[src/rtl/router_switch_alloc_if.sv]
// Port bundle for the 3x3 router switch allocator: head-flit requests and
// downstream ready in, per-input grant/fail and per-output crossbar selects out.
interface router_switch_alloc_if;
    logic [1:0] dst_x;
    logic [1:0] dst_y;
    logic [1:0] dst_local;
    logic [2:0] tail;
    logic [2:0] out_ready;
    logic [2:0] grant;
    logic [2:0] fail;
    logic [1:0] sel_x;
    logic [1:0] sel_y;
    logic [1:0] sel_local;
    logic [2:0] timeout;
    logic       err;

    modport master (
        output dst_x, dst_y, dst_local, tail, out_ready,
        input  grant, fail, sel_x, sel_y, sel_local, timeout, err
    );

    modport slave (
        input  dst_x, dst_y, dst_local, tail, out_ready,
        output grant, fail, sel_x, sel_y, sel_local, timeout, err
    );
endinterface

[src/rtl/router_switch_alloc.sv]
// Switch allocator for a 3-port (X, Y, LOCAL) wormhole router: per-output
// round-robin arbitration, packet locking, hold watchdog and sticky error flag.
module router_switch_alloc #(
    parameter int HOLD_MAX = 15
) (
    input logic                  clk,
    input logic                  rst_n,
    router_switch_alloc_if.slave bus
);
    localparam logic [0:0] ST_IDLE    = 1'b0;
    localparam logic [0:0] ST_LOCKED  = 1'b1;
    localparam logic [7:0] HOLD_LIMIT = 8'(HOLD_MAX);

    // Internal port index p: 0 X, 1 Y, 2 LOCAL; external vectors carry p at bit (2-p).
    function automatic logic [1:0] next_port(input logic [1:0] p);
        case (p)
            2'd0:    next_port = 2'd1;
            2'd1:    next_port = 2'd2;
            2'd2:    next_port = 2'd0;
            default: next_port = 2'd0;
        endcase
    endfunction

    function automatic logic [1:0] rr_pick(input logic [2:0] req, input logic [1:0] ptr);
        logic [1:0] cand;
        logic       found;
        rr_pick = 2'd0;
        found   = 1'b0;
        cand    = (ptr == 2'd3) ? 2'd0 : ptr;
        for (int k = 0; k < 3; k++) begin
            if (!found && req[cand]) begin
                rr_pick = cand;
                found   = 1'b1;
            end
            cand = next_port(cand);
        end
    endfunction

    logic [2:0][1:0] dst_s;
    logic [2:0]      tail_s;
    logic [2:0]      ready_s;
    logic [2:0][2:0] req_s;
    logic [2:0]      req_any_s;
    logic [2:0]      hit_s;
    logic [2:0][1:0] win_s;
    logic [2:0]      tick_s;
    logic [2:0]      rel_tmo_s;
    logic [2:0]      err_hit_s;
    logic [2:0]      grant_s;
    logic [2:0]      fail_s;

    logic [2:0][0:0] state_r;
    logic [2:0][0:0] state_n_s;
    logic [2:0][1:0] owner_r;
    logic [2:0][1:0] owner_n_s;
    logic [2:0][1:0] ptr_r;
    logic [2:0][1:0] ptr_n_s;
    logic [2:0][7:0] cnt_r;
    logic [2:0][7:0] cnt_n_s;
    logic [2:0]      timeout_r;
    logic            err_r;

    assign dst_s[0]  = bus.dst_x;
    assign dst_s[1]  = bus.dst_y;
    assign dst_s[2]  = bus.dst_local;
    assign tail_s    = {bus.tail[0], bus.tail[1], bus.tail[2]};
    assign ready_s   = {bus.out_ready[0], bus.out_ready[1], bus.out_ready[2]};
    assign req_any_s = {|dst_s[0], |dst_s[1], |dst_s[2]};

    // Request matrix: req_s[o][p] when input p targets output o (code o+1).
    always_comb begin
        req_s = 9'd0;
        for (int o = 0; o < 3; o++) begin
            for (int p = 0; p < 3; p++) begin
                req_s[o][p] = (dst_s[p] == 2'(o + 1));
            end
        end
    end

    // Per-output arbitration and next-state computation.
    always_comb begin
        hit_s     = 3'b000;
        win_s     = owner_r;
        tick_s    = 3'b000;
        rel_tmo_s = 3'b000;
        err_hit_s = 3'b000;
        state_n_s = state_r;
        owner_n_s = owner_r;
        ptr_n_s   = ptr_r;
        cnt_n_s   = cnt_r;
        for (int o = 0; o < 3; o++) begin
            if (state_r[o] == ST_IDLE) begin
                win_s[o] = rr_pick(req_s[o], ptr_r[o]);
                if (ready_s[o] && (req_s[o] != 3'b000)) begin
                    hit_s[o] = 1'b1;
                    if (tail_s[win_s[o]]) begin
                        ptr_n_s[o] = next_port(win_s[o]);
                    end else begin
                        state_n_s[o] = ST_LOCKED;
                        owner_n_s[o] = win_s[o];
                        cnt_n_s[o]   = 8'd0;
                    end
                end else begin
                    hit_s[o] = 1'b0;
                end
            end else if (req_s[o][owner_r[o]] && ready_s[o]) begin
                hit_s[o]   = 1'b1;
                cnt_n_s[o] = 8'd0;
                if (tail_s[owner_r[o]]) begin
                    state_n_s[o] = ST_IDLE;
                    ptr_n_s[o]   = next_port(owner_r[o]);
                end else begin
                    state_n_s[o] = ST_LOCKED;
                end
            end else if (!req_s[o][owner_r[o]] && (dst_s[owner_r[o]] != 2'b00)) begin
                // Owner abandoned this packet mid-flight: flag it and free the output.
                err_hit_s[o] = 1'b1;
                state_n_s[o] = ST_IDLE;
                ptr_n_s[o]   = next_port(owner_r[o]);
                cnt_n_s[o]   = 8'd0;
            end else begin
                tick_s[o] = 1'b1;
            end

            if (tick_s[o]) begin
                if ((cnt_r[o] + 8'd1) == HOLD_LIMIT) begin
                    rel_tmo_s[o] = 1'b1;
                    state_n_s[o] = ST_IDLE;
                    ptr_n_s[o]   = next_port(owner_r[o]);
                    cnt_n_s[o]   = 8'd0;
                end else begin
                    cnt_n_s[o] = cnt_r[o] + 8'd1;
                end
            end else begin
                rel_tmo_s[o] = 1'b0;
            end
        end
    end

    // Collect per-input grants from the three outputs; requesters left out fail.
    always_comb begin
        grant_s = 3'b000;
        for (int o = 0; o < 3; o++) begin
            if (hit_s[o]) begin
                grant_s = grant_s | (3'b100 >> win_s[o]);
            end else begin
                grant_s = grant_s;
            end
        end
        fail_s = req_any_s & ~grant_s;
    end

    assign bus.grant     = rst_n ? grant_s : 3'b000;
    assign bus.fail      = rst_n ? fail_s : 3'b000;
    assign bus.sel_x     = (rst_n && hit_s[0]) ? (win_s[0] + 2'd1) : 2'd0;
    assign bus.sel_y     = (rst_n && hit_s[1]) ? (win_s[1] + 2'd1) : 2'd0;
    assign bus.sel_local = (rst_n && hit_s[2]) ? (win_s[2] + 2'd1) : 2'd0;
    assign bus.timeout   = {timeout_r[0], timeout_r[1], timeout_r[2]};
    assign bus.err       = err_r;

    // Allocator state registers; reset drops every lock immediately.
    always_ff @(posedge clk or negedge rst_n) begin
        if (!rst_n) begin
            state_r   <= {ST_IDLE, ST_IDLE, ST_IDLE};
            owner_r   <= 6'd0;
            ptr_r     <= 6'd0;
            cnt_r     <= 24'd0;
            timeout_r <= 3'b000;
            err_r     <= 1'b0;
        end else begin
            state_r   <= state_n_s;
            owner_r   <= owner_n_s;
            ptr_r     <= ptr_n_s;
            cnt_r     <= cnt_n_s;
            timeout_r <= rel_tmo_s;
            err_r     <= err_r | (|err_hit_s);
        end
    end
endmodule

[src/flat_wrapper.sv]
// flat-port wrapper written by rule: the top's interface ports become plain ports
module router_switch_alloc_flat 
#(
    parameter int HOLD_MAX = 15
)
  (clk, rst_n, bus_dst_x, bus_dst_y, bus_dst_local, bus_tail, bus_out_ready, bus_grant, bus_fail, bus_sel_x, bus_sel_y, bus_sel_local, bus_timeout, bus_err);
  router_switch_alloc_if bus_i ();
  input logic clk;
  input logic rst_n;
  input wire logic [$bits(bus_i.dst_x)-1:0] bus_dst_x;
  input wire logic [$bits(bus_i.dst_y)-1:0] bus_dst_y;
  input wire logic [$bits(bus_i.dst_local)-1:0] bus_dst_local;
  input wire logic [$bits(bus_i.tail)-1:0] bus_tail;
  input wire logic [$bits(bus_i.out_ready)-1:0] bus_out_ready;
  output wire logic [$bits(bus_i.grant)-1:0] bus_grant;
  output wire logic [$bits(bus_i.fail)-1:0] bus_fail;
  output wire logic [$bits(bus_i.sel_x)-1:0] bus_sel_x;
  output wire logic [$bits(bus_i.sel_y)-1:0] bus_sel_y;
  output wire logic [$bits(bus_i.sel_local)-1:0] bus_sel_local;
  output wire logic [$bits(bus_i.timeout)-1:0] bus_timeout;
  output wire logic [$bits(bus_i.err)-1:0] bus_err;
  assign bus_i.dst_x = bus_dst_x;
  assign bus_i.dst_y = bus_dst_y;
  assign bus_i.dst_local = bus_dst_local;
  assign bus_i.tail = bus_tail;
  assign bus_i.out_ready = bus_out_ready;
  assign bus_grant = bus_i.grant;
  assign bus_fail = bus_i.fail;
  assign bus_sel_x = bus_i.sel_x;
  assign bus_sel_y = bus_i.sel_y;
  assign bus_sel_local = bus_i.sel_local;
  assign bus_timeout = bus_i.timeout;
  assign bus_err = bus_i.err;
  router_switch_alloc #(.HOLD_MAX(HOLD_MAX)) u_core (.clk(clk), .rst_n(rst_n), .bus(bus_i));
endmodule
[config.mk]
export PLATFORM = sky130hd
export DESIGN_NAME = router_switch_alloc_flat
export DESIGN_NICKNAME = d
export VERILOG_FILES = /design/src/rtl/router_switch_alloc_if.sv /design/src/rtl/router_switch_alloc.sv /design/src/flat_wrapper.sv
export SDC_FILE = /design/constraint.sdc
export NUM_CORES = 1
export LEC_CHECK = 0
export ABC_AREA = 1
export BUFFER_PORTS_ARGS = -buffer_cell sky130_fd_sc_hd__buf_2
export CAP_MARGIN = 20
export CORE_ASPECT_RATIO = 0.6
export CORE_MARGIN = 1
export CORE_UTILIZATION = 35
export DETAILED_ROUTE_END_ITERATION = 6
export MAX_ROUTING_LAYER = met4
export PLACE_DENSITY_LB_ADDON = 0.1
export SYNTH_ARGS = -nofsm -noshare
export SYNTH_HDL_FRONTEND = slang
export SYNTH_SLANG_ARGS = --single-unit
export TNS_END_PERCENT = 1
[constraint.sdc]
create_clock -name clk -period 2.4 [get_ports clk]
set_clock_uncertainty 0.05 [all_clocks]
set_input_delay 0.24 -clock clk [delete_from_list [all_inputs] [get_ports clk]]
set_output_delay 0.24 -clock clk [all_outputs]
set_load 0.005 [all_outputs]
; Yosys cells after proc, flatten, opt, wreduce, memory -nomap -nowiden
; Index checks and enable logic that the tools add are counted.
[op_classes]
n_addsub = 6
n_lt_le_gt_ge = 15
n_eq_ne = 33
shift = 3
n_mux = 197
bitwise_logic = 11
n_reduce_logical = 58
[op_table]
columns = operator, n
row1 = two-way mux 8 bit, 21
row2 = two-way mux 2 bit, 54
row3 = two-way mux 1 bit, 84
row4 = case mux 2 bit (2 select lines), 12
row5 = less-than comparator 2 x 3 -> 1 bit (second input constant), 15
row6 = binary-select mux 1 bit (select 2 bit), 18
row7 = equality test 2 x 1 -> 1 bit (second input constant), 15
row8 = adder 8 x 1 -> 8 bit (second input constant), 3
row9 = equality test 8 x 4 -> 1 bit (second input constant), 3
row10 = zero test 2 bit, 12
row11 = equality test 2 bit (second input constant), 9
row12 = logical AND 1 bit, 18
row13 = AND reduction 3 bit, 6
row14 = nonzero test 3 bit, 6
row15 = two-way mux 3 bit, 5
row16 = binary-select mux 2 bit (select 2 bit), 3
row17 = inequality test 4 x 3 -> 1 bit (second input constant), 3
row18 = zero test 1 bit, 9
row19 = inequality test 3 x 1 -> 1 bit (second input constant), 3
row20 = right shift 3 x 2 -> 3 bit (first input constant), 3
row21 = adder 2 x 1 -> 2 bit (second input constant), 3
row22 = NOT 1 bit, 6
row23 = bitwise OR 3 bit, 2
row24 = nonzero test 2 bit, 3
row25 = 5 further kinds, 7
[word_totals]
reg_bits = 43
input_bits = 14
output_inout_bits = 16
elab_cells = 337

; Depth between registers and ports, before layout
[logic_depth]
depth_word = 24
mapped_depth = 19
depth_no_buf = 19

; Least setup slack after synthesis
; OpenSTA, ideal clock, no wires.
[synth_path]
path_kind = register -> output
start = reg u_core.ptr_r[4] (netlist bit)
end = out bus_sel_local[1]
t_arrival_ns = 2.106
required_time_ns = 2.110
slack_ns = 0.004
stages_incl_launch_ff = 15
n_path_buf = 0
path_cell_list = dfrtp_1 inv_1 ha_1 inv_1 nand3_1 nand3_1 nand2_2 nand3_2 nand3_2 nand2_4 nor2_1 a21oi_1 inv_1 ha_1 nor3_1
[synth_between]
elab_chain_cells = 17
elab_cells_between_ends = 31
cone_classes = add/sub: 1 / eq/ne: 3 / mux: 21 / reduce/logical: 6
[synth_lines]
columns = element, line
row1 = from (decl), router_switch_alloc.sv:56  ; logic [2:0][1:0] ptr_r;
row2 = from (signal assigned), router_switch_alloc.sv:173  ; ptr_r <= ptr_n_s;
row3 = equality test 2 bit, router_switch_alloc.sv:29  ; cand = (ptr == 2'd3) ? 2'd0 : ptr;
row4 = two-way mux 2 bit (*), router_switch_alloc.sv:29
row5 = branches (longest 10 deep; another with equality test 2 x 1 -> 1 bit), n/a
row6 = two-way mux 2 bit (*), router_switch_alloc.sv:31  ; if (!found && req[cand]) begin
row7 = two-way mux 2 bit (*) (2 in a row), router_switch_alloc.sv:92  ; if (state_r[o] == ST_IDLE) begin
row8 = adder 2 x 1 -> 2 bit (*), router_switch_alloc.sv:157  ; assign bus.sel_local = (rst_n && hit_s[2]) ? (win_s[2] + 2'd1) : 2'd0;
row9 = two-way mux 2 bit (*), router_switch_alloc.sv:157
row10 = to (decl), flat_wrapper.sv:19  ; output wire logic [$bits(bus_i.sel_local)-1:0] bus_sel_local;
; Every way passes the cells marked *. The select of a mux whose other input is x is not followed.

; Worst setup path in the final report
[layout_path]
start = reg u_core.ptr_r[2] (netlist bit)
end = out bus_grant[1]
[layout_between]
elab_chain_cells = 21
elab_cells_between_ends = 35
cone_classes = eq/ne: 3 / shift: 1 / mux: 23 / bitwise: 2 / reduce/logical: 6
[layout_lines]
columns = element, line
row1 = equality test 2 bit, router_switch_alloc.sv:29
row2 = two-way mux 2 bit (*), router_switch_alloc.sv:29
row3 = branches (longest 10 deep; another with equality test 2 x 1 -> 1 bit), n/a
row4 = two-way mux 2 bit (*), router_switch_alloc.sv:31
row5 = two-way mux 2 bit (*) (2 in a row), router_switch_alloc.sv:92
row6 = right shift 3 x 2 -> 3 bit (*), router_switch_alloc.sv:145  ; grant_s = grant_s | (3'b100 >> win_s[o]);
row7 = bitwise OR 3 bit (*), router_switch_alloc.sv:145
row8 = two-way mux 3 bit (*), router_switch_alloc.sv:144  ; if (hit_s[o]) begin
row9 = bitwise OR 3 bit, router_switch_alloc.sv:145
row10 = two-way mux 3 bit (*), router_switch_alloc.sv:144
row11 = two-way mux 3 bit (*), router_switch_alloc.sv:153  ; assign bus.grant = rst_n ? grant_s : 3'b000;
row12 = to (decl), flat_wrapper.sv:15  ; output wire logic [$bits(bus_i.grant)-1:0] bus_grant;
; Marked as above.

==> results.cfg <==
[status]
status = finished, violations left
violations = design-rule violations, negative setup slack

[floorplanning]
ios = 30
num_rows = 29
fp.coreArea_um2 = 10780
die_h_um = 84.32
initial_utilization = 0.3668
dieArea_um2 = 11740
die-width_um = 139.2

[grt]
track_usage = 0.2137
grt_max_degree = 28
grt_util_met3 = 0.03537
grt.busiest_layer = met2
grt_overflow = 0
grt.met2_usage = 0.3196
use_met1 = 0.3079
antenna_found_initial = 0
grt_pass1_wl_mm = 19.36
grt_pass1_vias = 3883

[worst_setup_path]
critPathBufInv = 5
cp_top_family = simple AND/OR/NAND/NOR gates
criticalPathCategory = register to output port
slowest_stage = dfrtp_1
end_kind = output port
reg2reg_from = u_core.ptr_r[0]
regToRegSetupSlack_ps = -360
path_cells = buf_4 -> ha_4 -> inv_1 -> nand3_2 -> nand3_1 -> nand2_2 -> nand3_2 -> nand2_2 -> nand2_2 -> nor2_2 -> a21oi_2 -> buf_4 -> ha_2 -> nand2_2 -> nand3_2 -> nand2_1 -> inv_1 -> buf_2
cp-start-kind = register
rr_worst_depth = 20
max_stage_delay_ps = 390
worstPathRequired_ps = 2110
arrival_ps = 2490
cp_max_fo = 5
rr_endpoint = u_core.ptr_r[0]
crit_path_frequent_cell = nand2_2

[clock_tree]
numCtsBuffers = 5
root_buffer = clkbuf_16
htree_levels = 2
cts_tree = done
cts_buffer_depth = 2
clk_pin_slew_ps = 60
clk_latency_ps = 280
cts_sinks = 43

[timing]
min_period_over_period = 1.158
final_max_slew_viol_count = 0
finalHoldViolCount = 0
slew_headroom = 0.7264
fmax_mhz = 359.9
setup_slack_ps = -378.9
rsz0062_at_grt = true
setup_tns_ps = -4546
tightest_slew_ps = 406.1
min_period_ps = 2779
setup_violations = 15

[min_path]
holdPathEnd = u_core.owner_r[0]
min-delay-start = bus_out_ready[2]
hold_class = input port to register
worstHoldPathCells = 5

[routing]
drc = 1
drt-pass1-iter-count = 7
wl_per_cell_um = 14.07
routed_via_density = 5.058
via_count = 4203
drt-initial-drc-count = 268
routed_wl_mm = 11.69
detail-route-antenna-nets = 0

[finish]
area_delta_synth_final_pct = 32.64
antenna-diode-count = 0
mostFrequentLayoutCells = 141 x nand2_1, 67 x inv_1, 63 x buf_4, 58 x nand3_1, 40 x dfrtp_1
mostFrequentLayoutCell = nand2_1
drive_above_1_share = 0.3150
layout.nets = 729
fin_cells = 831

[power]
leakagePower_nw = 2.600
peakVddDrop_mv = 0.5020
p_per_area_nw_per_um2 = 1308

[yosys]
yosysSeqAreaShare = 0.2722
synth_nets = 632
syn_area_um2 = 3953
synth_cell_types = 37
synth_cells = 594
synth-seq-cells = 43
yosys_warnings = 0
syn_avg_cell_area_um2 = 6.654

[place]
globalplace.congestion = 0.8965
dp_hpwl_mm = 9.107
dp_slack_ps = -364.4
dp_cells = 807
io_buffers = 29

[flow_run]
drv_cap = 0
-- worst max-delay path by stage --
stage                         start                to  depth (start not counted)
finish              u_core.ptr_r[2]      bus_grant[1]                         18
global route        u_core.ptr_r[1]      bus_grant[1]                         18
CTS                 u_core.ptr_r[1]       bus_fail[1]                         19
detailed placement  u_core.ptr_r[0]       bus_fail[1]                         17
global placement    u_core.ptr_r[0]      bus_grant[1]                         18
floorplan           u_core.ptr_r[4]  bus_sel_local[1]                         14
-- cells in the mapped netlist (all sizes together) --
cell | number | share of area
nand2 | 169 | 0.18
inv | 88 | 0.084
nand3 | 76 | 0.11
nor2 | 52 | 0.065
o21ai | 52 | 0.070
dfrtp | 43 | 0.27
a21oi | 25 | 0.035
ha | 24 | 0.076
nand4 | 18 | 0.028
xor2 | 13 | 0.029
nor3 | 7 | 0.0089
clkbuf | 4 | 0.0044
o211ai | 4 | 0.0076
xnor2 | 4 | 0.0089
nand3b | 3 | 0.0057
o22ai | 3 | 0.0047
a22oi | 2 | 0.0038
buf | 2 | 0.0041
nor3b | 2 | 0.0038
a2111o | 1 | 0.0028
clkinv | 1 | 0.00095
o21a | 1 | 0.0019
-- tightest hold or removal path: cells and delay by family --
kind	cells	cell delay (ps)
AND/OR/NAND/NOR	2	220
buffers and inverters	1	120
AO/OA/AOI/OAI	2	120
-- logic make-up (layout without fill, tap and decap cells) --
family	Yosys count	in the layout	share of synthesized area
DFF	43	43	0.2722
and+or+nand+nor	327	327	0.3951
xor gates and xnor gates	17	17	0.03767
adders and majority gates	24	24	0.07597
AOI/OAI and AO/OA	88	88	0.1260
buffers and inverters	95	193	0.09307
-- sequential cells by signal, indices dropped and copies added (netlist names) --
signal            count
u_core.ptr_r          6
u_core.timeout_r      3
u_core.owner_r        6
u_core.cnt_r         24
u_core.bus.err        1
u_core.state_r        3
-- metrics by stage --
step / cell area [µm²] / util / hold WS [ps] / total power, mW
6_report: 5243 / 0.4865 / 399.6 / 6.856
5_1_grt: 5243 / 0.4865 / 424.5 / 7.485
2_1_floorplan: 3953 / - / -105.6 / 3.712
4_1_cts: 5060 / 0.4695 / 395.4 / 6.433
3_3_place_gp: 4621 / 0.4288 / 289.8 / 5.038
3_5_place_dp: 4621 / 0.4288 / 279.9 / 5.078
-- cell type report --
class | instances | area (µm²)
clock buffer | 6 | 138.9
clock inverter | 2 | 35.03
fill | 1077 | 5534
inverter | 89 | 339.1
multi-input combinational | 456 | 2814
sequential | 43 | 1080
tap | 139 | 173.9
timing repair buffer | 96 | 661.9
-- repair_timing --
item                                    CTS  global route
setup buffers                            12             4
endpoints found under the setup margin   12            40
hold buffers                              1             0
endpoints found under the hold margin    43             0
pin swaps                                17            26
resized for setup                        45            44
-- per-layer routing --
metal | up-vias | part of all wire
met2 | 112 | 0.42
met1 | 1954 | 0.52
met4 | 0 | 0.0036
met3 | 4 | 0.057
li1 | 2133 | -
met5 | - | 0
-- where the power goes --
| part | total [mW] | internal (mW) | switching, mW |
|---|---|---|---|
| Combinational | 4.86 | 2.08 | 2.79 |
| Clock | 0.797 | 0.517 | 0.280 |
| Sequential | 1.19 | 0.924 | 0.270 |
(Power assumes the default switching activity.)
